===== src/rtl/multdiv_unit_pkg.sv =====
// Shared definitions for the iterative multiply/divide unit:
// widths, FSM state and operation encodings, and the two's-complement magnitude helper.
package multdiv_unit_pkg;

    localparam int unsigned WIDTH  = 32;
    localparam int unsigned ITER   = 32;
    localparam int unsigned CNT_W  = 6;
    localparam int unsigned DEST_W = 5;

    localparam logic [DEST_W-1:0] REG_ZERO = 5'd0;

    typedef enum logic [1:0] {
        ST_IDLE = 2'd0,
        ST_RUN  = 2'd1,
        ST_DONE = 2'd2
    } state_e;

    typedef enum logic {
        OP_MULT = 1'b0,
        OP_DIV  = 1'b1
    } op_e;

    // Magnitude is one bit wider than the operand so that 0x80000000 maps to 2^31.
    function automatic logic [WIDTH:0] magnitude(input logic [WIDTH-1:0] x);
        logic [WIDTH:0] ext;
        ext = {x[WIDTH-1], x};
        return x[WIDTH-1] ? -ext : ext;
    endfunction

endpackage


===== src/rtl/multdiv_unit_if.sv =====
// Start request and writeback result bundle of the multiply/divide unit.
//   master: issues ctrl_MULT/ctrl_DIV with operands and destination, observes results.
//   slave : the unit; returns data_result/data_exception with a one-cycle
//           data_resultRDY pulse, the writeback strobe/address and ctrl_busy.
interface multdiv_unit_if;
    import multdiv_unit_pkg::*;

    logic                  ctrl_MULT;
    logic                  ctrl_DIV;
    logic [WIDTH-1:0]      data_operandA;
    logic [WIDTH-1:0]      data_operandB;
    logic [DEST_W-1:0]     ctrl_destReg;
    logic [WIDTH-1:0]      data_result;
    logic                  data_exception;
    logic                  data_resultRDY;
    logic                  ctrl_wbWriteEnable;
    logic [DEST_W-1:0]     ctrl_wbWriteReg;
    logic                  ctrl_busy;

    modport master (
        output ctrl_MULT, ctrl_DIV, data_operandA, data_operandB, ctrl_destReg,
        input  data_result, data_exception, data_resultRDY,
               ctrl_wbWriteEnable, ctrl_wbWriteReg, ctrl_busy
    );

    modport slave (
        input  ctrl_MULT, ctrl_DIV, data_operandA, data_operandB, ctrl_destReg,
        output data_result, data_exception, data_resultRDY,
               ctrl_wbWriteEnable, ctrl_wbWriteReg, ctrl_busy
    );

endinterface


===== src/rtl/multdiv_datapath.sv =====
// Shift/add multiplier and restoring divider on operand magnitudes, with sign fix-up.
//   clk, rst_n        : clock, async active-low reset
//   load              : latch operands/op (start edge)
//   step              : one iteration (one bit per edge)
//   finish            : apply signs and register result/exception
//   op, opnd_a, opnd_b: operation and operands, sampled on load
//   result, exception : registered result, held until the next finish
module multdiv_datapath
    import multdiv_unit_pkg::*;
(
    input  logic             clk,
    input  logic             rst_n,
    input  logic             load,
    input  logic             step,
    input  logic             finish,
    input  op_e              op,
    input  logic [WIDTH-1:0] opnd_a,
    input  logic [WIDTH-1:0] opnd_b,
    output logic [WIDTH-1:0] result,
    output logic             exception
);

    op_e                op_q;
    logic               neg_q;
    logic               div0_q;
    // Multiply: mcand shifts left, mplier shifts right, acc holds the product.
    // Divide: mcand holds the divisor, mplier the dividend turning into the quotient,
    // acc the partial remainder.
    logic [2*WIDTH-1:0] mcand_q;
    logic [WIDTH-1:0]   mplier_q;
    logic [2*WIDTH-1:0] acc_q;

    logic [WIDTH:0]     mag_a;
    logic [WIDTH:0]     mag_b;
    logic [2*WIDTH-1:0] acc_add;
    logic [WIDTH:0]     rem_shift;
    logic [WIDTH+1:0]   rem_diff;
    logic [2*WIDTH-1:0] prod_s;
    logic [WIDTH-1:0]   quot_s;

    // Iteration arithmetic and sign fix-up
    always_comb begin
        mag_a     = magnitude(opnd_a);
        mag_b     = magnitude(opnd_b);
        acc_add   = acc_q + (mplier_q[0] ? mcand_q : '0);
        rem_shift = {acc_q[WIDTH-1:0], mplier_q[WIDTH-1]};
        rem_diff  = {1'b0, rem_shift} - {1'b0, mcand_q[WIDTH:0]};
        prod_s    = neg_q ? -acc_q : acc_q;
        quot_s    = neg_q ? -mplier_q : mplier_q;
    end

    // Operand registers and iteration state
    always_ff @(posedge clk or negedge rst_n) begin
        if (!rst_n) begin
            op_q      <= OP_MULT;
            neg_q     <= 1'b0;
            div0_q    <= 1'b0;
            mcand_q   <= '0;
            mplier_q  <= '0;
            acc_q     <= '0;
            result    <= '0;
            exception <= 1'b0;
        end else if (load) begin
            op_q     <= op;
            neg_q    <= opnd_a[WIDTH-1] ^ opnd_b[WIDTH-1];
            div0_q   <= (opnd_b == '0);
            mcand_q  <= (op == OP_MULT) ? (2*WIDTH)'(mag_a) : (2*WIDTH)'(mag_b);
            mplier_q <= (op == OP_MULT) ? mag_b[WIDTH-1:0] : mag_a[WIDTH-1:0];
            acc_q    <= '0;
        end else if (step) begin
            if (op_q == OP_MULT) begin
                acc_q    <= acc_add;
                mcand_q  <= mcand_q << 1;
                mplier_q <= mplier_q >> 1;
            end else if (!rem_diff[WIDTH+1]) begin
                acc_q    <= (2*WIDTH)'(rem_diff[WIDTH:0]);
                mplier_q <= {mplier_q[WIDTH-2:0], 1'b1};
            end else begin
                acc_q    <= (2*WIDTH)'(rem_shift);
                mplier_q <= {mplier_q[WIDTH-2:0], 1'b0};
            end
        end else if (finish) begin
            if (op_q == OP_MULT) begin
                result    <= prod_s[WIDTH-1:0];
                exception <= (prod_s[2*WIDTH-1:WIDTH] != {WIDTH{prod_s[WIDTH-1]}});
            end else if (div0_q) begin
                result    <= '0;
                exception <= 1'b1;
            end else begin
                // A positive quotient of 2^31 only arises from 0x80000000 / -1.
                result    <= quot_s;
                exception <= ~neg_q & mplier_q[WIDTH-1];
            end
        end
    end

endmodule


===== src/rtl/multdiv_unit.sv =====
// Iterative 32-bit signed multiply/divide unit with register-file writeback.
//   clock, ctrl_reset_n : clock, async active-low reset
//   bus (slave)         : start pulses + operands + destination in;
//                         result, exception, resultRDY pulse, writeback strobe/address,
//                         busy stall out. Fixed latency: start at E0, result after E33.
module multdiv_unit
    import multdiv_unit_pkg::*;
(
    input  logic          clock,
    input  logic          ctrl_reset_n,
    multdiv_unit_if.slave bus
);

    state_e             state;
    logic [CNT_W-1:0]   cnt;
    logic [DEST_W-1:0]  dest_q;
    logic               rdy_q;
    logic               we_q;
    logic [DEST_W-1:0]  wb_reg_q;
    logic               busy_q;

    logic               start_c;
    logic               load_c;
    logic               step_c;
    logic               finish_c;
    op_e                op_c;

    // Datapath controls decoded from the current state
    always_comb begin
        start_c  = bus.ctrl_MULT | bus.ctrl_DIV;
        op_c     = bus.ctrl_MULT ? OP_MULT : OP_DIV;
        load_c   = (state == ST_IDLE) & start_c;
        step_c   = (state == ST_RUN);
        finish_c = (state == ST_DONE);
    end

    // Sequencer, iteration counter and writeback outputs
    always_ff @(posedge clock or negedge ctrl_reset_n) begin
        if (!ctrl_reset_n) begin
            state    <= ST_IDLE;
            cnt      <= '0;
            dest_q   <= '0;
            rdy_q    <= 1'b0;
            we_q     <= 1'b0;
            wb_reg_q <= '0;
            busy_q   <= 1'b0;
        end else begin
            rdy_q <= 1'b0;
            we_q  <= 1'b0;
            case (state)
                ST_IDLE: begin
                    if (start_c) begin
                        state  <= ST_RUN;
                        cnt    <= '0;
                        dest_q <= bus.ctrl_destReg;
                        busy_q <= 1'b1;
                    end
                end
                ST_RUN: begin
                    cnt <= cnt + CNT_W'(1);
                    if (cnt == CNT_W'(ITER - 1)) begin
                        state <= ST_DONE;
                    end
                end
                ST_DONE: begin
                    state    <= ST_IDLE;
                    busy_q   <= 1'b0;
                    rdy_q    <= 1'b1;
                    we_q     <= (dest_q != REG_ZERO);
                    wb_reg_q <= dest_q;
                end
                default: state <= ST_IDLE;
            endcase
        end
    end

    multdiv_datapath u_datapath (
        .clk       (clock),
        .rst_n     (ctrl_reset_n),
        .load      (load_c),
        .step      (step_c),
        .finish    (finish_c),
        .op        (op_c),
        .opnd_a    (bus.data_operandA),
        .opnd_b    (bus.data_operandB),
        .result    (bus.data_result),
        .exception (bus.data_exception)
    );

    assign bus.data_resultRDY     = rdy_q;
    assign bus.ctrl_wbWriteEnable = we_q;
    assign bus.ctrl_wbWriteReg    = wb_reg_q;
    assign bus.ctrl_busy          = busy_q;

endmodule


===== src/flat_wrapper.sv =====
// flat-port wrapper written by rule: the top's interface ports become plain ports
module multdiv_unit_flat import multdiv_unit_pkg::*;
  (clock, ctrl_reset_n, bus_ctrl_MULT, bus_ctrl_DIV, bus_data_operandA, bus_data_operandB, bus_ctrl_destReg, bus_data_result, bus_data_exception, bus_data_resultRDY, bus_ctrl_wbWriteEnable, bus_ctrl_wbWriteReg, bus_ctrl_busy);
  multdiv_unit_if bus_i ();
  input  logic clock;
  input  logic ctrl_reset_n;
  input wire logic [$bits(bus_i.ctrl_MULT)-1:0] bus_ctrl_MULT;
  input wire logic [$bits(bus_i.ctrl_DIV)-1:0] bus_ctrl_DIV;
  input wire logic [$bits(bus_i.data_operandA)-1:0] bus_data_operandA;
  input wire logic [$bits(bus_i.data_operandB)-1:0] bus_data_operandB;
  input wire logic [$bits(bus_i.ctrl_destReg)-1:0] bus_ctrl_destReg;
  output wire logic [$bits(bus_i.data_result)-1:0] bus_data_result;
  output wire logic [$bits(bus_i.data_exception)-1:0] bus_data_exception;
  output wire logic [$bits(bus_i.data_resultRDY)-1:0] bus_data_resultRDY;
  output wire logic [$bits(bus_i.ctrl_wbWriteEnable)-1:0] bus_ctrl_wbWriteEnable;
  output wire logic [$bits(bus_i.ctrl_wbWriteReg)-1:0] bus_ctrl_wbWriteReg;
  output wire logic [$bits(bus_i.ctrl_busy)-1:0] bus_ctrl_busy;
  assign bus_i.ctrl_MULT = bus_ctrl_MULT;
  assign bus_i.ctrl_DIV = bus_ctrl_DIV;
  assign bus_i.data_operandA = bus_data_operandA;
  assign bus_i.data_operandB = bus_data_operandB;
  assign bus_i.ctrl_destReg = bus_ctrl_destReg;
  assign bus_data_result = bus_i.data_result;
  assign bus_data_exception = bus_i.data_exception;
  assign bus_data_resultRDY = bus_i.data_resultRDY;
  assign bus_ctrl_wbWriteEnable = bus_i.ctrl_wbWriteEnable;
  assign bus_ctrl_wbWriteReg = bus_i.ctrl_wbWriteReg;
  assign bus_ctrl_busy = bus_i.ctrl_busy;
  multdiv_unit u_core (.clock(clock), .ctrl_reset_n(ctrl_reset_n), .bus(bus_i));
endmodule

===== config.mk =====
export PLATFORM = sky130hd
export DESIGN_NAME = multdiv_unit_flat
export DESIGN_NICKNAME = d
export VERILOG_FILES = /design/src/rtl/multdiv_unit_pkg.sv /design/src/rtl/multdiv_unit_if.sv /design/src/rtl/multdiv_datapath.sv /design/src/rtl/multdiv_unit.sv /design/src/flat_wrapper.sv
export SDC_FILE = /design/constraint.sdc
export NUM_CORES = 1
export LEC_CHECK = 0
export ABC_CLOCK_PERIOD_IN_PS = 4500
export BUFFER_PORTS_ARGS = -buffer_cell sky130_fd_sc_hd__clkbuf_2
export CORE_MARGIN = 3
export CORE_UTILIZATION = 50
export CTS_BUF_LIST = sky130_fd_sc_hd__clkbuf_4
export CTS_CLUSTER_SIZE = 28
export DETAILED_ROUTE_END_ITERATION = 7
export GPL_ROUTABILITY_DRIVEN = 0
export PLACE_DENSITY = 0.67
export SYNTH_ARGS = -nofsm -noshare
export SYNTH_HDL_FRONTEND = slang
export SYNTH_SLANG_ARGS = --single-unit
export TNS_END_PERCENT = 100

===== constraint.sdc =====
create_clock -name clock -period 4.5 [get_ports clock]
set_input_delay 0 -clock clock [delete_from_list [all_inputs] [get_ports clock]]
set_output_delay 0 -clock clock [all_outputs]
set_load 0.05 [all_outputs]

# Word level (Yosys, flattened, before mapping)
# Index checks and enable logic that the tools add are counted.
[word_totals] input_bits=73 ramBits=0 latch_bits=0 romBits=0 output_inout_bits=41 memories=0 register_bits=217
[classes] n_addsub=7 mux=32 div_mod_pow=0 reduce_logical=12 n_mul=0 n_lt_le_gt_ge=0 bitwise=7 eq_ne=7 n_shift=0
[op_table] op="64-bit 2-to-1 mux" n=8
[op_table] op="32-bit 2-to-1 mux" n=7
[op_table] op="33-bit 2-to-1 mux" n=4
[op_table] op="33-bit negator" n=2
[op_table] op="64-bit adder" n=1
[op_table] op="64-bit negator" n=1
[op_table] op="33-bit by 33-bit subtractor with 34-bit output" n=1
[op_table] op="32-bit zero test" n=1
[op_table] op="32-bit != test" n=1
[op_table] op="32-bit negator" n=1
[op_table] op="6-bit case mux with 2 select lines" n=1
[op_table] op="2-bit AND reduction" n=5
[op_table] op="1-bit 2-to-1 mux" n=7
[op_table] op="6-bit by 1-bit adder with 6-bit output, second input constant" n=1
[op_table] op="6-bit by 5-bit == test with 1-bit output, second input constant" n=1
[op_table] op="6-bit 2-to-1 mux" n=1
[op_table] op="2-bit nonzero test" n=3
[op_table] op="5-bit nonzero test" n=1
[op_table] op="2-bit 2-to-1 mux" n=2
[op_table] op="2-bit by 1-bit != test with 1-bit output, second input constant" n=2
[op_table] op="2-bit case mux with 2 select lines" n=1
[op_table] op="1-bit inverter" n=3
[op_table] op="3-bit AND reduction" n=1
[op_table] op="1-bit bitwise AND" n=2
[op_table] op="other kinds (7)" n=7

# Longest topological paths before layout
[logic_depth] depth_word=5 ltp_mapped=17

# Modules after synthesis
# From an unflattened synthesis, not the netlist that was laid out.
[unflattened] cells_unflattened=2615 hier_area_um2=20358.3
[modules_own_cells] module="multdiv_datapath" n_inst=1 cells_per_inst=2541 area_per_inst_um2=19433.6 seq_area_each_um2=4904.7
[modules_own_cells] module="multdiv_unit" n_inst=1 cells_per_inst=74 area_per_inst_um2=924.6 seq_area_each_um2=525.5

# Least setup slack after synthesis
# Ideal clock, no wire load.
[synth_timing] path_type="register to register" startpoint="register u_core.u_datapath.mplier_q[0]" endpoint="register u_core.u_datapath.acc_q[48]" path_slack_ps=785 arrival_time_ps=3594 path_stages_with_launch=18 setup_time_ps=121 n_path_buf=2 path_cell_list="dfrtp_1 clkbuf_1 clkbuf_1 and2_1 ha_1 inv_1 fa_1 nor2b_1 o21a_1 o211ai_1 nand4b_1 a41oi_1 o311ai_0 a311oi_1 o221ai_1 o21ai_0 xnor2_1 a22o_1"
[synth_via] elab_chain_cells=5
[synth_lines] item="start, declared" line_no="multdiv_datapath.sv:30" text="logic [WIDTH-1:0] mplier_q;"
[synth_lines] item="start signal, assigned" line_no="multdiv_datapath.sv:68" text="mplier_q <= (op == OP_MULT) ? mag_b[WIDTH-1:0] : mag_a[WIDTH-1:0];"
[synth_lines] item="start signal, assigned" line_no="multdiv_datapath.sv:74" text="mplier_q <= mplier_q >> 1;"
[synth_lines] item="start signal, assigned" line_no="multdiv_datapath.sv:77" text="mplier_q <= {mplier_q[WIDTH-2:0], 1'b1};"
[synth_lines] item="64-bit 2-to-1 mux" line_no="multdiv_datapath.sv:45" text="acc_add = acc_q + (mplier_q[0] ? mcand_q : '0);"
[synth_lines] item="64-bit adder" line_no="multdiv_datapath.sv:45"
[synth_lines] item="64-bit 2-to-1 mux" line_no="multdiv_datapath.sv:71" text="if (op_q == OP_MULT) begin"
[synth_lines] item="64-bit 2-to-1 mux" line_no="multdiv_datapath.sv:70" text="end else if (step) begin"
[synth_lines] item="64-bit 2-to-1 mux" line_no="multdiv_datapath.sv:63" text="end else if (load) begin"
[synth_lines] item="end signal, assigned" line_no="multdiv_datapath.sv:76" text="acc_q <= (2*WIDTH)'(rem_diff[WIDTH:0]);"
[synth_lines] item="end signal, assigned" line_no="multdiv_datapath.sv:79" text="acc_q <= (2*WIDTH)'(rem_shift);"
[synth_lines] item="end, declared" line_no="multdiv_datapath.sv:31" text="logic [2*WIDTH-1:0] acc_q;"
# Every way passes these cells. The select of a mux whose other input is x is not followed.
# A chain may end at the register's enable or synchronous reset.

# Worst setup path in the final report
[layout_timing] startpoint="input bus_data_operandA[10]" endpoint="register u_core.u_datapath.mplier_q[28]"
[layout_via] elab_chain_cells=4
[layout_lines] item="start, declared" line_no="flat_wrapper.sv:9" text="input wire logic [$bits(bus_i.data_operandA)-1:0] bus_data_operandA;"
[layout_lines] item="33-bit negator" line_no="multdiv_unit_pkg.sv:27" text="return x[WIDTH-1] ? -ext : ext;"
[layout_lines] item="33-bit 2-to-1 mux" line_no="multdiv_unit_pkg.sv:27"
[layout_lines] item="32-bit 2-to-1 mux" line_no="multdiv_datapath.sv:68"
[layout_lines] item="32-bit 2-to-1 mux" line_no="multdiv_datapath.sv:63"
# Every way passes these cells.

==> key figures <==
CTS
  – Clk slew on worst S/H paths: 0.07 ns
  – Clock root cell: clkbuf_4
  – CTS Buf Count: 66
  – CTS tree: built
  – Clock Latency Late Sink: 0.77 ns
  – H-tree levels: 3
  – CTS Buffer Depth: 3
  – Clock Sinks: 217

Job
  – Max-cap violations: 0

Finish
  – Final instance area: 23080 µm²
  – Most common cell after layout, fill and taps aside: nand2_1
  – Ratio of cells with drive above 1 in the final layout: 0.1128
  – Non-Filler Instances: 3284
  – Util after Layout: 0.5944
  – Most frequent cells in the layout: nand2_1 (369), dfrtp_1 (215), o21ai_0 (195)
  – Nets@finish: 2902
  – Area Growth Syn to Fin: 16.90%

Min path
  – Tightest Hold Check Type: in2reg
  – Hold worst-path end: u_core.u_datapath.mplier_q[1]
  – Hold Crit Depth: 7
  – Hold_sp: bus_data_operandA[1]

Critical path
  – Worst Path Max Fanout: 4
  – RR Startpoint: u_core.u_datapath.mplier_q[0]
  – Slowest-stage cell, CP: dlygate4sd3_1
  – Crit Path Class: in2reg
  – Cell mode on critical path: dlygate4sd3_1
  – R2r worst-path depth: 17
  – CP delay by family, top: simple AND/OR/NAND/NOR gates
  – Required time of the critical path: 5.09 ns
  – Reg-to-reg endpoint: u_core.u_datapath.acc_q[48]
  – CP Capture Type: register
  – CP cell instances: dlygate4sd3_1 > clkbuf_2 > or4_4 > nor4_4 > or3b_4 > or4_4 > or2_4 > or4_1 > o21ai_1 > xor2_1 > dlygate4sd3_1 > mux2i_1 > dlygate4sd3_1 > nand2_1 > o311ai_0
  – Max incr delay on CP: 0.60 ns
  – FF-to-FF setup slack: 0.28 ns
  – CP Launch Type: primary input
  – Arrival @ worst endpoint: 5.10 ns
  – Crit path buf inv count: 4

Place
  – Dpl ws: 0.2512 ns
  – I/O Buffers: 113
  – Dpl cells: 3027
  – Hpwl dp: 44.82 mm
  – Post-Place Cell Area: 20750 µm²

Synthesis
  – Post-synth EDFFs: 0
  – Sequential fraction of the synthesis area: 0.2750
  – Synthesis Warnings: 0
  – Syn Nets: 2693
  – Post-synthesis cell count: 2517
  – Post-synth ARST share: 1.000
  – Cell area after synthesis: 19740 µm²
  – Most used DFF post-synth: dfrtp_1
  – Netlist cell types: 77
  – Synth Area per Inst: 7.844 µm²
  – Seq cells post-synth: 217

Route
  – Drt drc: 0
  – WL/cell: 19.89 µm
  – Iteration-0 DRC Markers: 1957
  – Detailed Route WL: 65.32 mm
  – Vias: 20402
  – Initial DRT Pass Iterations: 5
  – Routed Antenna Nets: 0
  – Via density: 6.213

STA
  – Final worst slack: -0.01248 ns
  – Final setup violation count: 1
  – Fin crit share: 1.003
  – Final hold violation count: 0
  – Slew margin rel.: 0.2915
  – Min cycle time layout: 4.512 ns
  – Clock skew: 0.06811 ns
  – Slew Limit Fails: 0
  – Hold WS: 0.1965 ns
  – Slew @ Worst Pin: 1.063 ns
  – Maximum clock frequency: 221.6 MHz

Pwr
  – LEAKAGE: 10.53 nW
  – Worst VDD drop: 0.4366 mV
  – Power per Cell Area: 710.7 nW/µm²

Floorplanning
  – Die Y: 204.7 µm
  – I/O pins: 114
  – DIE AREA: 41910 µm²
  – Die span in x: 204.7 µm
  – Starting density of the core: 0.5085
  – Core area: 38830 µm²
  – Cell Rows: 72

Global routing
  – First-pass GRT wire length: 102.8 mm
  – Antenna violations before repair: 3
  – Largest net degree at the start of global routing: 97
  – Vias in the first global route: 19341
  – GRT Total Usage: 0.3022
  – GRT Residual Overflow: 0

Run status
  – Violated checks: negative setup slack
  – Status: complete, but fails checks
## report_power, final
group	switching (W)	leakage [nW]	internal (W)
clock network	0.000942	0.459	0.000956
registers	0.00137	2.80	0.00274
logic	0.00617	7.27	0.00421
## layer usage
layer	vias up	global-route usage	share of wire
met5	-	0	0.00037
met4	4	0.1219	0.038
met3	165	0.05546	0.087
met2	998	0.4535	0.43
met1	9673	0.4294	0.44
li1	9562	-	-
## worst max-delay path by stage
| stage | startpoint | endpoint | slack [ns] | cells after the start |
|---|---|---|---|---|
| floorplan | u_core.u_datapath.mplier_q[0] | u_core.u_datapath.acc_q[48] | 0.78 | 17 |
| global placement | u_core.u_datapath.acc_q[17] | u_core.u_datapath.acc_q[28] | 0.30 | 13 |
| detailed placement | u_core.u_datapath.acc_q[17] | u_core.u_datapath.acc_q[23] | 0.25 | 13 |
| CTS | bus_data_operandA[10] | u_core.u_datapath.mcand_q[27] | 0.09 | 15 |
| global route | bus_data_operandA[10] | u_core.u_datapath.mplier_q[28] | -0.10 | 15 |
| finish | bus_data_operandA[10] | u_core.u_datapath.mplier_q[28] | -0.01 | 15 |
## registers in the layout (all words and copies together) (netlist names)
register,count
u_core.bus.ctrl_wbWriteEnable,1
u_core.u_datapath.op_q,1
u_core.bus.ctrl_wbWriteReg,5
u_core.bus.ctrl_busy,1
u_core.u_datapath.acc_q,64
u_core.u_datapath.neg_q,1
u_core.u_datapath.result,32
u_core.bus.data_resultRDY,1
u_core.cnt,6
u_core.u_datapath.exception,1
u_core.u_datapath.div0_q,1
u_core.u_datapath.mplier_q,32
u_core.dest_q,5
u_core.u_datapath.mcand_q,64
u_core.state,2
## stage by stage
| stage | setup TNS (ns) | power, W |
|---|---|---|
| final | -0.01248 | 0.01640 |
| after global routing | -0.2332 | 0.01763 |
| after CTS | 0 | 0.01605 |
| after detailed placement | 0 | 0.01392 |
| after global placement | 0 | 0.01368 |
| after floorplan | 0 | 0.01112 |
## worst reg2reg max path: stages, from the launching register on
cell      delay, ns
dfrtp_1        0.44
inv_1          0.30
nor2_1         0.11
ha_1           0.38
and3_1         0.21
and3_1         0.17
o211ai_1       0.17
nand4b_1       0.19
a41oi_1        0.13
buf_4          0.18
o311ai_0       0.55
buf_4          0.24
a311oi_1       0.08
buf_4          0.17
o221ai_1       0.27
o21ai_0        0.19
xnor2_1        0.16
a22o_1         0.21
## synthesized netlist by cell type, types with 5 or more instances
master / count / area [µm²]
nand2_1: 369 / 1385
dfrtp_1: 217 / 5430
o21ai_0: 199 / 996.0
a21oi_1: 170 / 850.8
nor2_1: 159 / 596.8
xor2_1: 159 / 1393
clkbuf_1: 132 / 495.5
mux2i_1: 112 / 1121
ha_1: 101 / 1264
a21o_1: 76 / 570.6
xnor2_1: 72 / 630.6
inv_1: 69 / 259.0
o31ai_1: 56 / 420.4
nand3_1: 51 / 255.2
a31oi_1: 44 / 275.3
and2_1: 41 / 256.5
o21a_1: 38 / 285.3
o221ai_1: 37 / 324.1
nor3_1: 35 / 175.2
nand4_1: 31 / 193.9
a22oi_1: 30 / 225.2
buf_1: 27 / 101.4
or4_1: 25 / 187.7
o41ai_1: 23 / 201.4
or3_1: 21 / 131.4
o21bai_1: 19 / 142.6
and3_1: 17 / 106.4
nor2b_1: 16 / 100.1
nor4_1: 15 / 93.84
a211oi_1: 14 / 105.1
nand2b_1: 14 / 87.58
o211ai_1: 10 / 75.07
or2_2: 10 / 62.56
o311ai_0: 8 / 70.07
a21boi_0: 6 / 45.04
a31o_2: 6 / 52.55
buf_2: 6 / 30.03
nand3b_1: 6 / 45.04
o2111ai_1: 5 / 43.79
## cells by family after synthesis
| kind of cell | after synthesis | synth area share |
|---|---|---|
| AND/OR/NAND/NOR | 832 | 0.1972 |
| AO/OA/AOI/OAI | 783 | 0.2558 |
| buffers and inverters | 238 | 0.04607 |
| XOR/XNOR | 231 | 0.1025 |
| flip-flops | 217 | 0.2750 |
| multiplexers | 113 | 0.05735 |
| adder cells (fa/ha/maj) | 103 | 0.06604 |
## final cells by class
cell class	instances	area, µm²
clock buffer	87	653.1
sequential	217	5435
clock inverter	20	117.6
multi-input combinational	2062	13500
fill	3424	15750
tap	518	648.1
antenna	1	2.502
inverter	70	262.8
timing repair buffer	309	2462
## repair_timing
action | CTS | global route
buffers inserted | 0 | 10
hold buffers | 140 | 0
setup endpoints to repair | 0 | 22
gates resized for setup | 0 | 14
hold endpoints to repair | 323 | 0
Power figures use the tool's default switching activity.
